==> config.mk <==
export PLATFORM = sky130hd
export DESIGN_NAME = host_capture_flat
export DESIGN_NICKNAME = d
export VERILOG_FILES = /design/src/rtl/host_capture_if.sv /design/src/rtl/host_capture.sv /design/src/flat_wrapper.sv
export SDC_FILE = /design/constraint.sdc
export NUM_CORES = 1
export LEC_CHECK = 0
export CELL_PAD_IN_SITES_DETAIL_PLACEMENT = 0
export CELL_PAD_IN_SITES_GLOBAL_PLACEMENT = 1
export CORE_ASPECT_RATIO = 0.8
export CORE_UTILIZATION = 52
export CTS_CLUSTER_DIAMETER = 50
export CTS_CLUSTER_SIZE = 12
export DETAILED_ROUTE_END_ITERATION = 12
export PLACE_DENSITY = 0.75
export SLEW_MARGIN = 30
export SYNTH_ARGS = -nofsm -noshare
export SYNTH_HDL_FRONTEND = slang
export SYNTH_SLANG_ARGS = --single-unit
==> constraint.sdc <==
create_clock -name clk -period 3.5 [get_ports clk]
set_clock_uncertainty 0.05 [all_clocks]
set_input_delay 0.525 -clock clk [delete_from_list [all_inputs] [get_ports clk]]
set_output_delay 0.525 -clock clk [all_outputs]
set_load 0.005 [all_outputs]
==> src/rtl/host_capture_if.sv <==
// Record stream from host_capture to its consumer: rec_valid/rec_ready handshake
// carrying the head record's cycle stamp and payload.
interface host_capture_if #(
    parameter int CFG_DATA_W = 32
);
    // A record transfers on any rising edge where rec_valid && rec_ready; while
    // rec_valid is high and rec_ready low, rec_count/rec_data hold steady.
    logic                  rec_valid;
    logic                  rec_ready;
    logic [31:0]           rec_count;
    logic [CFG_DATA_W-1:0] rec_data;

    modport master (output rec_valid, output rec_count, output rec_data, input rec_ready);
    modport slave  (input rec_valid, input rec_count, input rec_data, output rec_ready);
endinterface

==> src/rtl/host_capture.sv <==
// Host config-beat capture into a FIFO of {cycle stamp, payload} records.
// Optional macro HOST_CAPTURE_TIMESTAMP_EN enables the cycle counter and stamp storage.
module host_capture #(
    parameter int CFG_DATA_W = 32,
    parameter int DEPTH      = 16
) (
    input  logic                    clk,
    input  logic                    reset_n,
    input  logic                    cap_start,
    input  logic                    cap_stop,
    input  logic                    in_config_valid,
    input  logic [CFG_DATA_W-1:0]   in_config_data,
    host_capture_if.master          rec,
    output logic [$clog2(DEPTH):0]  level,
    output logic                    capturing,
    output logic                    overflow,
    output logic [15:0]             drop_count
);
    localparam int AW = $clog2(DEPTH);
    localparam int LW = AW + 1;

    typedef enum logic {S_IDLE, S_CAPTURE} state_t;

    state_t          state_q;
    logic            overflow_q;
    logic [15:0]     drop_q;
    logic [AW-1:0]   wr_ptr_q;
    logic [AW-1:0]   rd_ptr_q;
    logic [LW-1:0]   level_q;
    logic [CFG_DATA_W-1:0] data_mem [DEPTH];

    logic push_req;
    logic pop;
    logic full;
    logic push_ok;
    logic drop;
    logic start_ok;

    assign push_req = (state_q == S_CAPTURE) && in_config_valid;
    assign pop      = (level_q != '0) && rec.rec_ready;
    assign full     = (level_q == LW'(DEPTH));
    // A full buffer still takes a beat when the head leaves in the same cycle.
    assign push_ok  = push_req && (!full || pop);
    assign drop     = push_req && full && !pop;
    // cap_stop wins over cap_start when both arrive together.
    assign start_ok = (state_q == S_IDLE) && cap_start && !cap_stop;

    always_ff @(posedge clk or negedge reset_n) begin
        if (!reset_n) begin
            state_q    <= S_IDLE;
            overflow_q <= 1'b0;
            drop_q     <= 16'h0;
        end else begin
            case (state_q)
                S_IDLE: begin
                    if (start_ok) begin
                        state_q    <= S_CAPTURE;
                        overflow_q <= 1'b0;
                        drop_q     <= 16'h0;
                    end
                end
                S_CAPTURE: begin
                    if (cap_stop) begin
                        state_q <= S_IDLE;
                    end
                    if (drop) begin
                        overflow_q <= 1'b1;
                        if (drop_q != 16'hFFFF) begin
                            drop_q <= drop_q + 16'd1;
                        end
                    end
                end
                default: state_q <= S_IDLE;
            endcase
        end
    end

    always_ff @(posedge clk or negedge reset_n) begin
        if (!reset_n) begin
            wr_ptr_q <= '0;
            rd_ptr_q <= '0;
            level_q  <= '0;
        end else begin
            if (push_ok) begin
                wr_ptr_q <= wr_ptr_q + AW'(1);
            end
            if (pop) begin
                rd_ptr_q <= rd_ptr_q + AW'(1);
            end
            case ({push_ok, pop})
                2'b10:   level_q <= level_q + LW'(1);
                2'b01:   level_q <= level_q - LW'(1);
                default: level_q <= level_q;
            endcase
        end
    end

    always_ff @(posedge clk) begin
        if (push_ok) begin
            data_mem[wr_ptr_q] <= in_config_data;
        end
    end

    assign rec.rec_valid = (level_q != '0);
    assign rec.rec_data  = rec.rec_valid ? data_mem[rd_ptr_q] : '0;

`ifdef HOST_CAPTURE_TIMESTAMP_EN
    logic [31:0] cycle_q;
    logic [31:0] stamp_mem [DEPTH];

    always_ff @(posedge clk or negedge reset_n) begin
        if (!reset_n) begin
            cycle_q <= 32'h0;
        end else begin
            cycle_q <= cycle_q + 32'd1;
        end
    end

    always_ff @(posedge clk) begin
        if (push_ok) begin
            stamp_mem[wr_ptr_q] <= cycle_q;
        end
    end

    assign rec.rec_count = rec.rec_valid ? stamp_mem[rd_ptr_q] : 32'h0;
`else
    assign rec.rec_count = 32'h0;
`endif

    assign level      = level_q;
    assign capturing  = (state_q == S_CAPTURE);
    assign overflow   = overflow_q;
    assign drop_count = drop_q;
endmodule

==> src/flat_wrapper.sv <==
// flat-port wrapper written by rule: the top's interface ports become plain ports
module host_capture_flat 
#(
    parameter int CFG_DATA_W = 32,
    parameter int DEPTH      = 16
)
  (clk, reset_n, cap_start, cap_stop, in_config_valid, in_config_data, level, capturing, overflow, drop_count, rec_rec_valid, rec_rec_count, rec_rec_data, rec_rec_ready);
  host_capture_if #(.CFG_DATA_W(CFG_DATA_W)) rec_i ();
  input  logic clk;
  input  logic reset_n;
  input  logic cap_start;
  input  logic cap_stop;
  input  logic in_config_valid;
  input  logic [CFG_DATA_W-1:0] in_config_data;
  output logic [$clog2(DEPTH):0] level;
  output logic capturing;
  output logic overflow;
  output logic [15:0] drop_count;
  output wire logic [$bits(rec_i.rec_valid)-1:0] rec_rec_valid;
  output wire logic [$bits(rec_i.rec_count)-1:0] rec_rec_count;
  output wire logic [$bits(rec_i.rec_data)-1:0] rec_rec_data;
  input wire logic [$bits(rec_i.rec_ready)-1:0] rec_rec_ready;
  assign rec_rec_valid = rec_i.rec_valid;
  assign rec_rec_count = rec_i.rec_count;
  assign rec_rec_data = rec_i.rec_data;
  assign rec_i.rec_ready = rec_rec_ready;
  host_capture #(.CFG_DATA_W(CFG_DATA_W), .DEPTH(DEPTH)) u_core (.clk(clk), .reset_n(reset_n), .cap_start(cap_start), .cap_stop(cap_stop), .in_config_valid(in_config_valid), .in_config_data(in_config_data), .rec(rec_i), .level(level), .capturing(capturing), .overflow(overflow), .drop_count(drop_count));
endmodule
Word-level counts from Yosys, hierarchy flattened
Memories as Yosys holds them, arrays and structs flattened.
Index checks and enable logic that the tools add are counted.
- memory bits (writable): 512
- output and inout port bits: 88
- register bits after elaboration: 31
- word-level logic and storage cells: 49
- memories kept: 1
- input bits: 38
- bitwise gates (word level): 1
- equal/unequal tests: 7
- multiplexer cells: 14
- add/subtract/negate cells: 5
- reduce and logical (&&, ||, !) cells: 15
- memories (name ; depth ; width ; read ports ; clocked after Yosys merged registers in ; wr ports ; RTL line ; RTL):
    u_core.data_mem ; 16 ; 32 ; 1 ; 0 ; 1 ; host_capture.sv:30 ; logic [CFG_DATA_W-1:0] data_mem [DEPTH];
- operators by type and width (cell ; count):
    16-bit two-way mux ; 3
    32-bit two-way mux ; 1
    16-bit case mux with 2 select lines ; 1
    16-bit by 1-bit adder with 16-bit output (second input constant) ; 1
    16-bit inequality test (second input constant) ; 1
    5-bit case mux with 2 select lines ; 1
    4-bit by 1-bit adder with 4-bit output (second input constant) ; 2
    1-bit logical AND ; 7
    1-bit two-way mux ; 6
    5-bit by 1-bit adder with 5-bit output (second input constant) ; 1
    5-bit equality test (second input constant) ; 1
    5-bit nonzero test ; 1
    5-bit by 1-bit subtractor with 5-bit output (second input constant) ; 1
    2-bit inequality test (second input constant) ; 2
    1-bit case mux with 2 select lines ; 2
    1-bit zero test ; 3
    3-bit AND reduction ; 1
    2-bit by 1-bit equality test with 1-bit output (second input constant) ; 1
    2-bit equality test (second input constant) ; 1
    2-bit by 1-bit inequality test with 1-bit output (second input constant) ; 1
    2-bit AND reduction ; 1
    2-bit nonzero test ; 1
    1-bit logical OR ; 1
    1-bit inverter ; 1

Logic depth before layout (Yosys ltp)
Gate-level depths: netlist (run 1).
- depth after elaboration: 6
- depth in mapped cells: 12
- mapped depth without buffers: 11

Worst setup path after synthesis (run 1)
OpenSTA, ideal clock, no wires.
- path kind: input -> register
- start point: input rec_rec_ready
- end point: memory u_core.data_mem[0][0] (enable)
- library setup time: 0.392 ns
- data arrival time: 2.480 ns
- stages on the path: 5
- path buffers: 1
- required time: 3.058 ns
- path slack: 0.578 ns
- cells stage by stage: clkbuf_1 -> nor2b_1 -> a21oi_1 -> nor3b_1 -> and2_1
- cells in the longest elaborated chain, start to end: 5
- ends and longest elaborated chain (what ; RTL line ; RTL):
    start: declaration ; flat_wrapper.sv:22 ; input wire logic [$bits(rec_i.rec_ready)-1:0] rec_rec_ready;
    1-bit logical AND ; host_capture.sv:40 ; assign pop = (level_q != '0) && rec.rec_ready;
    1-bit logical OR ; host_capture.sv:43 ; assign push_ok = push_req && (!full || pop);
    1-bit logical AND ; host_capture.sv:43 ;
    1-bit two-way mux ; host_capture.sv:99 ; if (push_ok) begin
    1-bit two-way mux (implied by the code) ; host_capture.sv:100 ; data_mem[wr_ptr_q] <= in_config_data;
    end: declaration ; host_capture.sv:30 ;
Every way passes these cells.

Worst setup path after layout (run 1)
- start point: register u_core.rd_ptr_q[0]
- end point: output rec_rec_data[17]
- cells in the longest elaborated chain, start to end: 2
- ends and longest elaborated chain (what ; RTL line ; RTL):
    start: declaration ; host_capture.sv:28 ; logic [AW-1:0] rd_ptr_q;
    start signal: assignment ; host_capture.sv:88 ; rd_ptr_q <= rd_ptr_q + AW'(1);
    memory 16 x 32 bit ; -- ;
    32-bit two-way mux ; host_capture.sv:105 ; assign rec.rec_data = rec.rec_valid ? data_mem[rd_ptr_q] : '0;
    end: declaration ; flat_wrapper.sv:21 ; output wire logic [$bits(rec_i.rec_data)-1:0] rec_rec_data;
Every way passes these cells.

==> flow_summary.ini, run 1 <==
[outcome]
status = complete, no violations

[logic_synthesis]
syn_area_sq_mm = 0.0214
ys_async_sr_fraction_pct = 5.71
synth_top_cell_area_share_pct = 71.7
synth_cells = 1020
ys.flop_type = edfxtp_1
yosysSeqAreaShare_pct = 75.3
avgSynthCellArea_sq_um = 21.0
yosysWarnings = 0
ys_top_cells_by_area = edfxtp_1, mux4_2, dfrtp_1
ys_seq_elements = 543
synth_most_common_cell = edfxtp_1
synth_top_area_cell = edfxtp_1
synth_edf_count = 512
synth_commonest_cells = edfxtp_1, mux4_2, mux2i_1
yosysUniqueCellTypes = 44

[floorplanning]
start_util_pct = 52.8
die_w_um = 229
die_h_um = 184
coreArea_sq_mm = 0.0406
io_pins = 126
rows = 66
dieArea_sq_mm = 0.0420

[placement]
gp_congestion = 0.781
dp_hpwl_mm = 25.7
io_buffers = 93

[timing]
fin_crit_sh_pct = 97.5
hold_viol = 0
timing.slew.headroom_pct = 44.8
fmax_ghz = 0.293
min_period_ns = 3.41
holdWs_ns = 0.381
setup_viol = 0
worstMarginPinSlew_ns = 0.825
rsz0062_at_grt = yes
drv_slew = 0

[drt]
dr.pass1.iters = 5
wire_per_inst_um = 25.3
dr.first_iter.drc_count = 940
avgViaCountPerCell = 5.87
drc_errors = 0
wl_mm = 44.4
ant_nets = 0
vias = 10300

[setup_path]
crit_required_ns = 2.92
crit_buf_inv = 2
startpoint_type = register
reg2reg_slack_ns = 0.75
rr_endpoint = u_core.level[3]
cpLargestDelayFamily = buffers and inverters
worstReg2RegStart = u_core.level[3]
path_cells = buf_12 -> mux4_2 -> mux2i_1 -> o22ai_1 -> clkdlybuf4s50_1
cpMaxStageDelayCell = mux4_2
endpoint_kind = output pin
critPathKind = reg2out
rr_worst_depth = 11
cp_max_fo = 34
arrival_ns = 2.84
cpPeakStageDelay_ns = 0.55

[cts]
cts_root_buf = clkbuf_16
clk_latency_ns = 0.58
cts_buffers = 53
clk_pin_slew_ns = 0.06
htree_levels = 2
cts_sinks = 543
cts_tree = built
ctsLongestPathBuffers = 3

[power]
power.total_mw = 18.4
clkPwrFrac_pct = 27.8
sequentialPowerShare_pct = 41.6
pwr-share-comb_pct = 30.6
leakage_nw = 8.24
p_switching_mw = 5.02
cell_internal_pwr_mw = 13.3
peakVddDrop_mv = 0.477
p_per_area_mw_per_mm2 = 733
swShare_pct = 27.4

[global_route]
antenna_found_initial = 2
gr-total-overflow = 0
grt_max_degree = 78
grt_pass1_wl_mm = 66.4
grt_pass1_vias = 10400
grt_usage_pct = 21.6

[run]
cap_violations = 0

[final_layout]
nFillCells = 2870
multiInputGateArea_sq_mm = 0.00497
drive_gt1_share_pct = 23.8
area_growth_pct = 16.8
ff_latch_area_sq_mm = 0.0162
nNetsFinal = 1231

[min_path]
hold_path.class = in2async
[power by group through the flow]
stage	Clock [mW]	Sequential, mW	Combinational (mW)
after CTS	5.22	7.63	5.67
final	5.10	7.63	5.62
after detailed placement	0	7.76	5.53
after global placement	0	7.75	5.52
after global routing	5.47	7.65	6.03
after floorplan	0	7.64	3.51
[what timing repair did]
action                                 CTS  global route
hold buffers                             0             0
setup endpoints to repair               32            21
cloned                                   0             1
pin swaps                                0             0
endpoints found under the hold margin    0             0
setup buffers                            6             1
gates resized for setup                 10             4
[cell usage in the layout (no fill, tap or decap), types with 4 or more instances in the layout]
cell type / count
o31ai_1: 7
nor2_1: 20
xnor2_1: 15
and2_2: 16
buf_12: 16
ha_1: 8
xor2_1: 5
mux2i_1: 68
conb_1: 32
clkbuf_16: 55
or4_1: 4
nand4_1: 6
o22ai_1: 34
nand2_1: 23
clkdlybuf4s50_1: 93
a21oi_1: 8
nor4_1: 4
mux4_2: 128
inv_1: 4
buf_4: 44
dfrtp_1: 27
nand3_1: 8
o21ai_0: 4
clkbuf_1: 17
edfxtp_1: 512
[state kept, by name, summed over array words and instances, names as in the netlist]
register,count
u_core.data_mem,512
u_core.drop_count,16
u_core.level,5
u_core.rd_ptr_q,4
u_core.wr_ptr_q,4
u_core.capturing,1
u_core.overflow,1
[worst max-delay path by stage]
stage,from,to,slack [ns],depth (start not counted)
6_report,u_core.rd_ptr_q[0],rec_rec_data[17],0.09,5
4_1_cts,u_core.level[3],rec_rec_data[17],0.009,7
3_3_place_gp,rec_rec_ready,u_core.data_mem[0][23],0.48,7
5_1_grt,u_core.rd_ptr_q[0],rec_rec_data[7],-0.02,5
2_1_floorplan,rec_rec_ready,u_core.data_mem[0][0],0.58,5
3_5_place_dp,u_core.level[3],rec_rec_data[17],0.43,7
[through the flow]
step,TNS (ns),instances,utilization [%],cell area [sq um],worst slack [ns]
floorplan,0,1051,-,21600,0.578
global placement,0,1666,57.6,23400,0.476
detailed placement,0,1666,57.6,23400,0.428
CTS,0,1751,61.5,25000,0.00936
global route,-0.0507,1753,61.6,25000,-0.0231
finish,0,1754,61.6,25000,0.0892
[per-layer routing]
metal	wire [um]	up-vias	part of all wire, %	GRT usage (%)
met5	11	-	0.025	0
met4	759	2	1.7	5.41
met3	2480	68	5.6	3.97
met2	21300	301	48	34.1
met1	19800	5449	45	31.6
li1	-	4476	-	-
[final cells by class]
class / count / share of cell area [%]
well taps: 544 / 2.72
clock buffers: 71 / 5.65
repair buffers: 161 / 6.84
multi-input cells: 421 / 19.8
diodes: 1 / 0.00999
flip-flops and latches: 543 / 64.5
inverters: 5 / 0.0749
clock inverters: 8 / 0.345
[kinds of logic (layout without fill, tap and decap cells)]
family                   Yosys count  in the layout  synth area share (%)
AND/OR/NAND/NOR                  102            102                  2.59
adder cells (fa/ha/maj)            8              8                 0.467
XOR/XNOR                          20             20                 0.817
multiplexers                     197            197                  16.7
buffers and inverters             87            245                  2.19
other                              1             33                0.0175
AO/OA/AOI/OAI                     62             62                  1.91
flip-flops                       543            543                  75.3
No activity file was read; power rests on OpenSTA's default activity.
==> inputs of run 2 (changes only) <==
- CORE_MARGIN: not set -> 10
==> run 2 against run 1 <==
Effect of this change:
- sequential power about the same
- sequential cell count unchanged
- clock power down 0.8%
- design area up 0.68%
- worst setup slack worse by 0.019 ns
- power up 2.6%
- first-iteration DRC count up 24%
- die area up 18%
- non-clock buffer count down 1
- sequential share of layout area down 0.44 points
- global-route usage down 2.9 points
- clock-buffer cell count down 5
- critical path type unchanged
- largest cell class unchanged
- largest power group unchanged
==> flow_summary.ini, run 2 (synthesized netlist as in run 1, its figures left out) <==
[outcome]
status = complete, no violations

[setup_path]
rr_worst_depth = 11
startpoint_type = register
cpMaxStageDelayCell = or4_4
crit_start = u_core.level[3]
cp_max_fo = 8
crit_buf_inv = 3
cpPeakStageDelay_ns = 0.54
reg2reg_slack_ns = 0.80
crit_required_ns = 2.92
critPathKind = reg2out
worstReg2RegStart = u_core.level[3]
path_cells = or4_4 -> nor2_4 -> inv_2 -> nand2_4 -> bufbuf_16 -> o22ai_1 -> clkdlybuf4s50_1
arrival_ns = 2.85
rr_endpoint = u_core.level[3]
cpLargestDelayFamily = buffers and inverters
endpoint_kind = output pin

[global_route]
gr-total-overflow = 0
grt_max_degree = 53
grt_usage_pct = 18.7
antenna_found_initial = 1
grt_pass1_vias = 10500
grt_pass1_wl_mm = 69.6

[timing]
tns_ns = 0
fmax_ghz = 0.292
worstMarginPinSlew_ns = 0.849
timing.slew.headroom_pct = 43.2
min_period_ns = 3.43
rsz0062_at_grt = yes
hold_viol = 0
setup_viol = 0
fin_crit_sh_pct = 98.0
drv_slew = 0

[final_layout]
final_common_cell = edfxtp_1
final_cell_mix = edfxtp_1, mux4_2, clkdlybuf4s50_1
largest_register_ffs = 512
area_growth_pct = 17.6
drive_gt1_share_pct = 24.8
nFillCells = 2806
nNetsFinal = 1230
top_register = u_core.data_mem

[floorplanning]
dieArea_sq_mm = 0.0498
start_util_pct = 52.7
io_pins = 126
die_h_um = 202
coreArea_sq_mm = 0.0407
rows = 66
die_w_um = 247

[drt]
drc_errors = 0
met1Wirelength_mm = 20.7
dr.first_iter.drc_count = 1163
avgViaCountPerCell = 5.96
dr.pass1.iters = 4
wire_per_inst_um = 27.2
dr_wl_met3_mm = 2.98
vias = 10400
dr_wl_met2_mm = 22.7
wl_mm = 47.5
maxUsedRoutingLayer = met5
ant_nets = 0

[cts]
ctsLongestPathBuffers = 3
htree_levels = 2
cts_tree = built
cts_buffers = 53
cts_sinks = 543
clk_pin_slew_ns = 0.06
clk_latency_ns = 0.58
cts_root_buf = clkbuf_16

[run]
cap_violations = 0

[placement]
dp_hpwl_mm = 26.6
gp_congestion = 0.776
io_buffers = 93

[power]
power.total_mw = 18.8
peakVddDrop_mv = 0.536
leakage_nw = 8.29
p_per_area_mw_per_mm2 = 747

[min_path]
hold_path.class = in2async
[run 2: what timing repair did]
item | CTS | global route
setup buffers | 1 | 6
cloned | 2 | 5
setup endpoints to repair | 32 | 22
gates resized for setup | 17 | 3
hold buffers | 0 | 0
pin swaps | 0 | 0
[run 2: stage by stage]
stage,worst slack [ns],utilization [%],cells,instance area (sq um),hold WS [ns]
after floorplan,0.578,-,1051,21600,0.179
after global placement,0.428,57.5,1659,23400,0.453
after detailed placement,0.402,57.5,1659,23400,0.454
after CTS,-0.0225,61.5,1736,25000,0.393
after global routing,-0.0175,61.9,1747,25200,0.436
final,0.0700,61.9,1748,25200,0.383
[run 2: final cells by class]
| class | count | area, sq um | area share, % |
|---|---|---|---|
| tap | 544 | 681 | 2.70 |
| sequential | 543 | 16200 | 64.1 |
| timing repair buffer | 160 | 1860 | 7.38 |
| clock buffer | 66 | 1430 | 5.66 |
| multi-input combinational | 421 | 5010 | 19.9 |
| antenna | 1 | 2.50 | 0.00992 |
| clock inverter | 8 | 48.8 | 0.194 |
| inverter | 5 | 18.8 | 0.0744 |
[run 2: metal layers]
| layer | GRT usage [%] | vias to the layer above |
|---|---|---|
| met4 | 4.77 | 4 |
| li1 | - | 4467 |
| met5 | 1.93 | - |
| met2 | 28.9 | 318 |
| met3 | 3.30 | 78 |
| met1 | 27.0 | 5544 |
[run 2: worst max path at each step]
stage	to	slack, ns	cells after the start
2_1_floorplan	u_core.data_mem[0][0]	0.58	5
3_3_place_gp	u_core.data_mem[15][12]	0.43	7
3_5_place_dp	u_core.data_mem[15][23]	0.40	7
4_1_cts	rec_rec_data[12]	-0.02	5
5_1_grt	rec_rec_data[0]	-0.02	7
6_report	rec_rec_data[30]	0.07	7
[run 2: report_power, final]
group / leakage [nW] / internal (mW) / switching (mW) / total (mW)
Sequential: 5.01 / 7.41 / 0.194 / 7.60
Clock: 0.725 / 2.83 / 2.23 / 5.06
Combinational: 2.56 / 3.31 / 2.87 / 6.17
